**config.mk**
```make
export PLATFORM = sky130hd
export DESIGN_NAME = operand_issue_ctrl_flat
export DESIGN_NICKNAME = d
export VERILOG_FILES = /design/src/rtl/operand_issue_ctrl_if.sv /design/src/rtl/operand_issue_ctrl.sv /design/src/flat_wrapper.sv
export SDC_FILE = /design/constraint.sdc
export NUM_CORES = 1
export LEC_CHECK = 0
export BUFFER_PORTS_ARGS = -buffer_cell sky130_fd_sc_hd__buf_2
export CAP_MARGIN = 20
export CORE_MARGIN = 2
export CORE_UTILIZATION = 37
export CTS_CLUSTER_SIZE = 24
export DETAILED_ROUTE_END_ITERATION = 6
export GPL_TIMING_DRIVEN = 0
export PLACE_DENSITY_LB_ADDON = 0.12
export SETUP_SLACK_MARGIN = 0.15
export SLEW_MARGIN = 0
export SYNTH_ARGS = -nofsm -noshare
export SYNTH_HDL_FRONTEND = slang
export SYNTH_SLANG_ARGS = --single-unit
```
**constraint.sdc**
```tcl
create_clock -name clk -period 3.3 [get_ports clk]
set_input_delay 0.33 -clock clk [delete_from_list [all_inputs] [get_ports clk]]
set_output_delay 0.33 -clock clk [all_outputs]
set_load 0.005 [all_outputs]
```
**src/rtl/operand_issue_ctrl_if.sv**
```systemverilog
// Operand issue bundle: operand stream, datapath x/en/out, result stream.
// Ports:
//   in_valid/in_ready/in_data     operand stream (producer -> ctrl)
//   x_out/en_out/result_in        datapath drive and result return
//   res_valid/res_ready/res_data  result stream (ctrl -> consumer)
//   busy                          ctrl has work buffered or in flight
// slave = the controller, master = its environment.
interface operand_issue_ctrl_if #(
  parameter int WIDTH = 32
);
  logic             in_valid;
  logic             in_ready;
  logic [WIDTH-1:0] in_data;
  logic [WIDTH-1:0] x_out;
  logic             en_out;
  logic [WIDTH-1:0] result_in;
  logic             res_valid;
  logic             res_ready;
  logic [WIDTH-1:0] res_data;
  logic             busy;

  modport master (
    output in_valid, in_data,
    output result_in, res_ready,
    input  in_ready, x_out, en_out,
    input  res_valid, res_data, busy
  );

  modport slave (
    input  in_valid, in_data,
    input  result_in, res_ready,
    output in_ready, x_out, en_out,
    output res_valid, res_data, busy
  );
endinterface

```
**src/rtl/operand_issue_ctrl.sv**
```systemverilog
// Operand FIFO + issue FSM for fixed-latency x/en/out datapaths.
// Ports: clk, rst (async, active high), bus (slave modport):
//   operand stream in, x/en to datapath, result_in back,
//   captured result stream out, busy.
// Macro ISSUE_BACK_TO_BACK_EN: HOLD may go straight to ISSUE.
module operand_issue_ctrl #(
  parameter int WIDTH   = 32,
  parameter int DEPTH   = 4,
  parameter int LATENCY = 2
) (
  input logic                 clk,
  input logic                 rst,
  operand_issue_ctrl_if.slave bus
);
  localparam int PW = $clog2(DEPTH);
  localparam int CW = PW + 1;
  localparam int LW = $clog2(LATENCY + 1);

  typedef enum logic [1:0] {
    IDLE,
    ISSUE,
    WAIT,
    HOLD
  } state_t;

  state_t           r_state;
  state_t           w_next;
  logic [WIDTH-1:0] r_mem [DEPTH];
  logic [PW-1:0]    r_wr_ptr;
  logic [PW-1:0]    r_rd_ptr;
  logic [CW-1:0]    r_count;
  logic [LW-1:0]    r_wait;
  logic [WIDTH-1:0] r_x;
  logic [WIDTH-1:0] r_res;
  logic             w_full;
  logic             w_empty;
  logic             w_push;
  logic             w_pop;
  logic             w_last;

  assign w_full  = (r_count == CW'(DEPTH));
  assign w_empty = (r_count == '0);
  assign w_push  = bus.in_valid && !w_full;
  // ISSUE never loops on itself, so entering it is the pop.
  assign w_pop   = (w_next == ISSUE);
  assign w_last  = (r_wait == LW'(1));

  always_ff @(posedge clk or posedge rst) begin
    if (rst) r_state <= IDLE;
    else     r_state <= w_next;
  end

  always_comb begin
    w_next = r_state;
    unique case (r_state)
      IDLE:  if (!w_empty) w_next = ISSUE;
      ISSUE: w_next = WAIT;
      WAIT:  if (w_last) w_next = HOLD;
      HOLD: begin
        if (bus.res_ready) begin
`ifdef ISSUE_BACK_TO_BACK_EN
          w_next = w_empty ? IDLE : ISSUE;
`else
          w_next = IDLE;
`endif
        end
      end
      default: w_next = IDLE;
    endcase
  end

  always_comb begin
    bus.en_out    = 1'b0;
    bus.res_valid = 1'b0;
    unique case (r_state)
      ISSUE:   bus.en_out    = 1'b1;
      HOLD:    bus.res_valid = 1'b1;
      default: ;
    endcase
  end

  assign bus.in_ready = !w_full;
  assign bus.busy     = (r_state != IDLE) || !w_empty;
  assign bus.x_out    = r_x;
  assign bus.res_data = r_res;

  always_ff @(posedge clk) begin
    if (w_push) r_mem[r_wr_ptr] <= bus.in_data;
  end

  always_ff @(posedge clk or posedge rst) begin
    if (rst) begin
      r_wr_ptr <= '0;
      r_rd_ptr <= '0;
      r_count  <= '0;
    end else begin
      if (w_push) r_wr_ptr <= r_wr_ptr + PW'(1);
      if (w_pop)  r_rd_ptr <= r_rd_ptr + PW'(1);
      unique case ({w_push, w_pop})
        2'b10:   r_count <= r_count + CW'(1);
        2'b01:   r_count <= r_count - CW'(1);
        default: ;
      endcase
    end
  end

  always_ff @(posedge clk or posedge rst) begin
    if (rst) begin
      r_wait <= '0;
      r_x    <= '0;
      r_res  <= '0;
    end else begin
      if (w_pop) r_x <= r_mem[r_rd_ptr];
      if (r_state == ISSUE) begin
        r_wait <= LW'(LATENCY);
      end else if (r_state == WAIT) begin
        r_wait <= r_wait - LW'(1);
      end
      // result_in is only meaningful in the last WAIT cycle
      if (r_state == WAIT && w_last) r_res <= bus.result_in;
    end
  end
endmodule

```
**src/flat_wrapper.sv**
```systemverilog
// flat-port wrapper written by rule: the top's interface ports become plain ports
module operand_issue_ctrl_flat 
#(
  parameter int WIDTH   = 32,
  parameter int DEPTH   = 4,
  parameter int LATENCY = 2
)
  (clk, rst, bus_in_valid, bus_in_data, bus_result_in, bus_res_ready, bus_in_ready, bus_x_out, bus_en_out, bus_res_valid, bus_res_data, bus_busy);
  operand_issue_ctrl_if #(.WIDTH(WIDTH)) bus_i ();
  input logic clk;
  input logic rst;
  input wire logic [$bits(bus_i.in_valid)-1:0] bus_in_valid;
  input wire logic [$bits(bus_i.in_data)-1:0] bus_in_data;
  input wire logic [$bits(bus_i.result_in)-1:0] bus_result_in;
  input wire logic [$bits(bus_i.res_ready)-1:0] bus_res_ready;
  output wire logic [$bits(bus_i.in_ready)-1:0] bus_in_ready;
  output wire logic [$bits(bus_i.x_out)-1:0] bus_x_out;
  output wire logic [$bits(bus_i.en_out)-1:0] bus_en_out;
  output wire logic [$bits(bus_i.res_valid)-1:0] bus_res_valid;
  output wire logic [$bits(bus_i.res_data)-1:0] bus_res_data;
  output wire logic [$bits(bus_i.busy)-1:0] bus_busy;
  assign bus_i.in_valid = bus_in_valid;
  assign bus_i.in_data = bus_in_data;
  assign bus_i.result_in = bus_result_in;
  assign bus_i.res_ready = bus_res_ready;
  assign bus_in_ready = bus_i.in_ready;
  assign bus_x_out = bus_i.x_out;
  assign bus_en_out = bus_i.en_out;
  assign bus_res_valid = bus_i.res_valid;
  assign bus_res_data = bus_i.res_data;
  assign bus_busy = bus_i.busy;
  operand_issue_ctrl #(.WIDTH(WIDTH), .DEPTH(DEPTH), .LATENCY(LATENCY)) u_core (.clk(clk), .rst(rst), .bus(bus_i));
endmodule
```
==> results of run 1 <==
flip-flops by register name, indices dropped and copies added, names as in the netlist:
| name | cells |
|---|---|
| u_core.r_wait | 2 |
| u_core.r_wr_ptr | 2 |
| u_core.bus.res_data | 32 |
| u_core.r_state | 2 |
| u_core.bus.x_out | 32 |
| u_core.r_count | 3 |
| u_core.r_rd_ptr | 2 |
| u_core.r_mem | 128 |
per-stage QoR:
| step | std cells | setup TNS [ps] | cell area [µm²] | util (%) |
|---|---|---|---|---|
| after detailed placement | 779 | 0 | 8820 | 43.4 |
| after global placement | 774 | -20980 | 8690 | 42.8 |
| after floorplan | 369 | 0 | 7680 | - |
| after CTS | 820 | 0 | 9510 | 46.9 |
| after global routing | 820 | 0 | 9540 | 47.0 |
| final | 820 | 0 | 9540 | 47.0 |
routing by layer:
layer	part of all wire (%)	GRT usage [%]
met2	50	23.7
met4	1.9	3.33
met3	7.1	4.11
met1	41	16.8
met5	0.088	0
critical path, delay by kind of cell (launching register included):
kind / cells / cell delay, ps
compound gates: 2 / 490
buf+inv: 4 / 520
simple gates: 2 / 520
xor+xnor: 2 / 280
flops: 1 / 410
fa+ha+maj: 3 / 580
area by class of cell:
cell class / instances / area (µm²) / area share (%)
clock inverter: 13 / 106 / 1.12
sequential: 203 / 5720 / 60.0
inverter: 12 / 47.5 / 0.499
multi-input combinational: 140 / 1860 / 19.6
clock buffer: 27 / 579 / 6.08
tap: 270 / 338 / 3.54
buffer: 14 / 78.8 / 0.827
timing repair buffer: 141 / 801 / 8.40
kinds of logic (layout without fill, tap and decap cells):
kind of cell,count (synthesis),count (layout),share of synthesized area [%]
xor+xnor,6,6,0.684
fa+ha+maj,12,12,2.05
buf+inv,26,207,1.61
mux,99,99,19.2
compound gates,7,7,0.782
flops,203,203,74.5
simple gates,16,16,1.21
worst paths after layout:
check                           slack (ps)  cells past startpoint                      to                    from
worst min-delay path                    30                      1     u_core.r_mem[3][22]         bus_in_data[22]
min in group asynchronous              330                      3    u_core.bus.x_out[22]                     rst
worst max register to register         380                     13       u_core.r_count[2]       u_core.r_state[1]
worst min register to register         500                      1  u_core.bus.res_data[3]  u_core.bus.res_data[3]
worst max-delay path                   380                     13       u_core.r_count[2]       u_core.r_state[1]
max in group asynchronous             2360                      4     u_core.bus.x_out[0]                     rst
repair_timing:
item                                    in CTS  in global routing
resized for setup                            0                  5
endpoints found under the setup margin       0                  2
hold buffers                                 1                  0
hold endpoints to repair                    15                  0
where the power goes:
| group | leakage, µW | internal [µW] | switching, µW |
|---|---|---|---|
| clock network | 0.000331 | 1330 | 964 |
| registers | 0.00205 | 3560 | 292 |
| logic | 0.00133 | 1650 | 1390 |
cells in the mapped netlist (2+ instances only):
cell and count:
nand3_1 2, dfrtp_1 75, xor2_1 2, clkbuf_1 4, mux4_2 32, o21ai_0 2
xnor2_1 4, nand2_1 2, inv_1 12, mux2_2 66, buf_1 6, nor2_1 3
ha_1 11, buf_6 3, and3_1 4, edfxtp_1 128
==> impl_metrics.csv, run 1 <==
group,metric,value,unit
timing,fin_ws,379,ps
pwr,power,9190,µW
clock_network,h-tree-depth,1,
detailed_routing,postRouteAntennaNets,0,
detailed_routing,vias_per_cell,4.73,
synthesis,yosys_most_used_dff,"edfxtp_1",
synthesis,synth_area_leaders,"edfxtp_1, dfrtp_1, mux2_2",
floorplanning,start_util,37.8,%
floorplanning,die_area,21900,µm²
place,portBuffers,135,
global_route,grt_max_degree,61,
worst_setup_path,crit_top_cell,"inv_1",
synthesis,syn_nets,449,
floorplanning,coreArea,20300,µm²
synthesis,syn_inst,369,
worst_setup_path,cpPeakStageDelay,450,ps
place,hpwl,9710,µm
worst_setup_path,cp-end-kind,"flop",
timing,maxSlewViolCount,0,
worst_setup_path,required,3660,ps
pwr,power.leakage,0.00371,µW
clock_network,cts_made_buffers,22,
layout,final_cell_mix,"buf_2, edfxtp_1, dfrtp_1",
synthesis,yosysTopAreaCell,"edfxtp_1",
layout,fillers,1780,
synthesis,synth-seq-area-share,74.5,%
run,maxCapViolCount,0,
timing,rsz0062_at_grt,"no",
synthesis,synth_top_area_share,50.0,%
place,dp_slack,189,ps
clock_network,clockBufferDepth,3,
synthesis,synth_area,7680,µm²
synthesis,synth_edf_count,128,
layout,syn_to_final_growth,24.1,%
clock_network,cts_root_buf,"clkbuf_16",
min_path,hold_path.class,"input port to flop",
layout,antenna_cells,0,
timing,min_period,2920,ps
floorplanning,die_w,148,µm
floorplanning,pin_count,136,
worst_setup_path,crit_chain,"inv_1, ha_4, or4b_1, o221a_2, o211ai_4, buf_6, inv_1, ha_1, inv_1, fa_1, xor2_1, nor2_1, xor2_1",
timing,tightest_slew,927,ps
detailed_routing,drcViolationCount,0,
timing,relSlewSlack,38.2,%
worst_setup_path,worst_setup_path_start_kind,"flop",
timing,holdWs,33.9,ps
global_route,grtUsageTotal,13.6,%
clock_network,postCtsSetupBuffers,0,
global_route,grt-ovfl-total,0,
run_status,outcome,"finished, final reports clean",
layout,nets,614,
worst_setup_path,critical_path_arrival,3290,ps
global_route,grt_pass1_vias,4244,
worst_setup_path,crit_fanout,10,
detailed_routing,drtIter0Drc,180,
global_route,grt_pass1_wl,23000,µm
clock_network,clkTransAtPathRegs,60,ps
detailed_routing,wirelength,14800,µm
timing,fin_skew,25.8,ps
synthesis,yosysWarnings,0,
timing,fmax,342,MHz
floorplanning,die_h,148,µm
floorplanning,rows,52,
synthesis,syn_avg_cell_area,20.8,µm²
place,gp_congestion,0.690,
pwr,p_per_area,964,nW/µm²
global_route,grt_antenna_before_repair,1,
timing,fin_crit_sh,88.5,%
timing,setup_violations,0,
layout,final_common_cell,"buf_2",
pwr,ir_drop,0.542,mV
timing,hold_viol,0,
layout,final_layout_size_suffix_gt1_share,52.0,%
clock_network,clk-insertion-delay-late,510,ps
detailed_routing,dr.pass1.iters,4,
synthesis,ys_ff_latch,203,
synthesis,async_flop_share,36.9,%
detailed_routing,num_vias,3876,
detailed_routing,wl_per_cell,18.0,µm
clock_network,cts_tree,"built",
synthesis,synth.distinct_cells,29,
clock_network,cts.sinks,203,
worst_setup_path,cpMaxStageDelayCell,"or4b_1",
worst_setup_path,path_class,"flop to flop",
No activity file was read; power rests on OpenSTA's default activity.
==> inputs of run 2 (changes only) <==
--- a/config.mk
+++ b/config.mk
@@ -7,6 +7,7 @@
 export LEC_CHECK = 0
 export BUFFER_PORTS_ARGS = -buffer_cell sky130_fd_sc_hd__buf_2
 export CAP_MARGIN = 20
+export CORE_ASPECT_RATIO = 1.1
 export CORE_MARGIN = 2
 export CORE_UTILIZATION = 37
 export CTS_CLUSTER_SIZE = 24
==> impl_metrics.csv, run 2 (synthesis gave the netlist of run 1 again) <==
group,metric,value,unit
run_status,outcome,"finished, final reports clean",
min_path,hold_depth,1,
pwr,p_per_area,990,nW/µm²
floorplanning,coreArea,20400,µm²
global_route,grt_pass1_wl,23200,µm
timing,fin_ws,317,ps
timing,tns,0,ps
worst_setup_path,required,3680,ps
global_route,grt_antenna_before_repair,2,
worst_setup_path,crit_chain,"inv_1, ha_4, or4b_1, o221a_2, o211ai_4, buf_6, inv_1, ha_1, inv_1, fa_1, xor2_1, nor2_1, xor2_1",
place,gp_congestion,0.687,
floorplanning,die_w,141,µm
pwr,power.leakage,0.00379,µW
layout,final_common_cell,"buf_2",
floorplanning,pin_count,136,
timing,fin_skew,12.4,ps
clock_network,clk-insertion-delay-late,500,ps
timing,holdWs,44.1,ps
worst_setup_path,crit_top_cell,"inv_1",
place,portBuffers,135,
timing,fmax,335,MHz
detailed_routing,postRouteAntennaNets,0,
clock_network,h-tree-depth,1,
layout,nets,615,
layout,regMostFlops,"u_core.r_mem",
timing,setup_violations,0,
global_route,grt_max_degree,53,
place,hpwl,9570,µm
worst_setup_path,path_class,"flop to flop",
timing,relSlewSlack,38.5,%
floorplanning,start_util,37.6,%
timing,rsz0062_at_grt,"no",
worst_setup_path,r2r_cells,13,
global_route,grtUsageTotal,13.8,%
clock_network,postCtsSetupBuffers,0,
global_route,grt_pass1_vias,4315,
worst_setup_path,cpMaxStageDelayCell,"or4b_1",
floorplanning,die_h,155,µm
detailed_routing,drtIter0Drc,186,
timing,min_period,2980,ps
worst_setup_path,crit_fanout,10,
clock_network,cts_root_buf,"clkbuf_16",
worst_setup_path,critical_path_arrival,3370,ps
clock_network,cts_made_buffers,23,
timing,fin_crit_sh,90.4,%
floorplanning,rows,55,
layout,finalCoreUtilization,47.2,%
timing,tightest_slew,922,ps
detailed_routing,vias_per_cell,4.89,
layout,final_cell_mix,"buf_2, edfxtp_1, dfrtp_1",
timing,maxSlewViolCount,0,
clock_network,clockBufferDepth,3,
run,maxCapViolCount,0,
floorplanning,die_area,21900,µm²
worst_setup_path,cp-end-kind,"flop",
layout,final_cells,808,
place,dp_slack,206,ps
layout,largest_register_ffs,128,
layout,final_layout_size_suffix_gt1_share,51.9,%
worst_setup_path,worst_setup_path_start_kind,"flop",
place,dp_cells,765,
clock_network,cts.sinks,203,
pwr,ir_drop,0.553,mV
detailed_routing,drcViolationCount,0,
clock_network,clkTransAtPathRegs,60,ps
clock_network,cts_tree,"built",
detailed_routing,wirelength,15000,µm
timing,hold_viol,0,
detailed_routing,num_vias,3954,
min_path,hold_path.class,"input port to flop",
global_route,grt-ovfl-total,0,
detailed_routing,wl_per_cell,18.5,µm
detailed_routing,dr.pass1.iters,4,
worst_setup_path,cpPeakStageDelay,450,ps
layout,syn_to_final_growth,25.7,%
## run 2: changes by cell type in the layout (fill, tap and decap cells not counted), moves of 3 or more
cell and change:
buf_16 +3, buf_12 -3, clkinv_2 -3, bufinv_16 +3
clkinvlp_4 -3, clkbuf_8 +3
## run 2: power by group
part / total [µW] / switching, µW / internal [µW]
clock: 2630 / 954 / 1680
combinational: 3070 / 1400 / 1670
sequential: 3860 / 291 / 3570
## run 2: routing by layer
layer	global-route usage [%]	part of all wire [%]	wire length, µm	vias up
met3	3.51	6.3	949	21
met2	24.9	51	7650	122
met4	3.52	1.7	253	2
li1	-	-	-	1774
met5	0	0.087	13	-
met1	16.6	41	6110	2035
## run 2: final timing paths
| path | endpoint | from | slack [ps] |
|---|---|---|---|
| setup / recovery | u_core.r_count[2] | u_core.r_state[0] | 320 |
| hold / removal | u_core.r_mem[1][25] | bus_in_data[25] | 40 |
| setup reg to reg | u_core.r_count[2] | u_core.r_state[0] | 320 |
| hold reg to reg | u_core.bus.res_data[12] | u_core.bus.res_data[12] | 500 |
| max in group asynchronous | u_core.bus.x_out[5] | rst | 2330 |
| min in group asynchronous | u_core.bus.res_data[12] | rst | 380 |
## run 2: through the flow
step           area (µm²)  power [µW]
2_1_floorplan        7680        5870
3_3_place_gp         8680        6870
3_5_place_dp         8820        7060
4_1_cts              9630        9720
5_1_grt              9650       10100
6_report             9650        9560
## run 2: worst max-delay path: cells and delay by family (launching register included)
family / cells / cell delay [ps]
adder cells (fa/ha/maj): 3 / 610
flip-flops: 1 / 400
AND/OR/NAND/NOR: 2 / 510
buffers and inverters: 4 / 550
XOR/XNOR: 2 / 280
AO/OA/AOI/OAI: 2 / 500
## run 2: layout make-up
cell class / instances / area, µm²
repair buffers: 141 / 823
multi-input cells: 140 / 1860
well taps: 256 / 320
clock buffers: 31 / 646
plain buffers: 14 / 78.8
clock inverters: 10 / 151
flip-flops and latches: 203 / 5720
fillers: 1775 / 10800
diodes: 1 / 2.50
inverters: 12 / 47.5
## run 2: what timing repair did
| action | in CTS | in global routing |
|---|---|---|
| setup endpoints to repair | 0 | 2 |
| gates resized for setup | 0 | 4 |
| endpoints found under the hold margin | 23 | 0 |
| hold buffers | 1 | 0 |
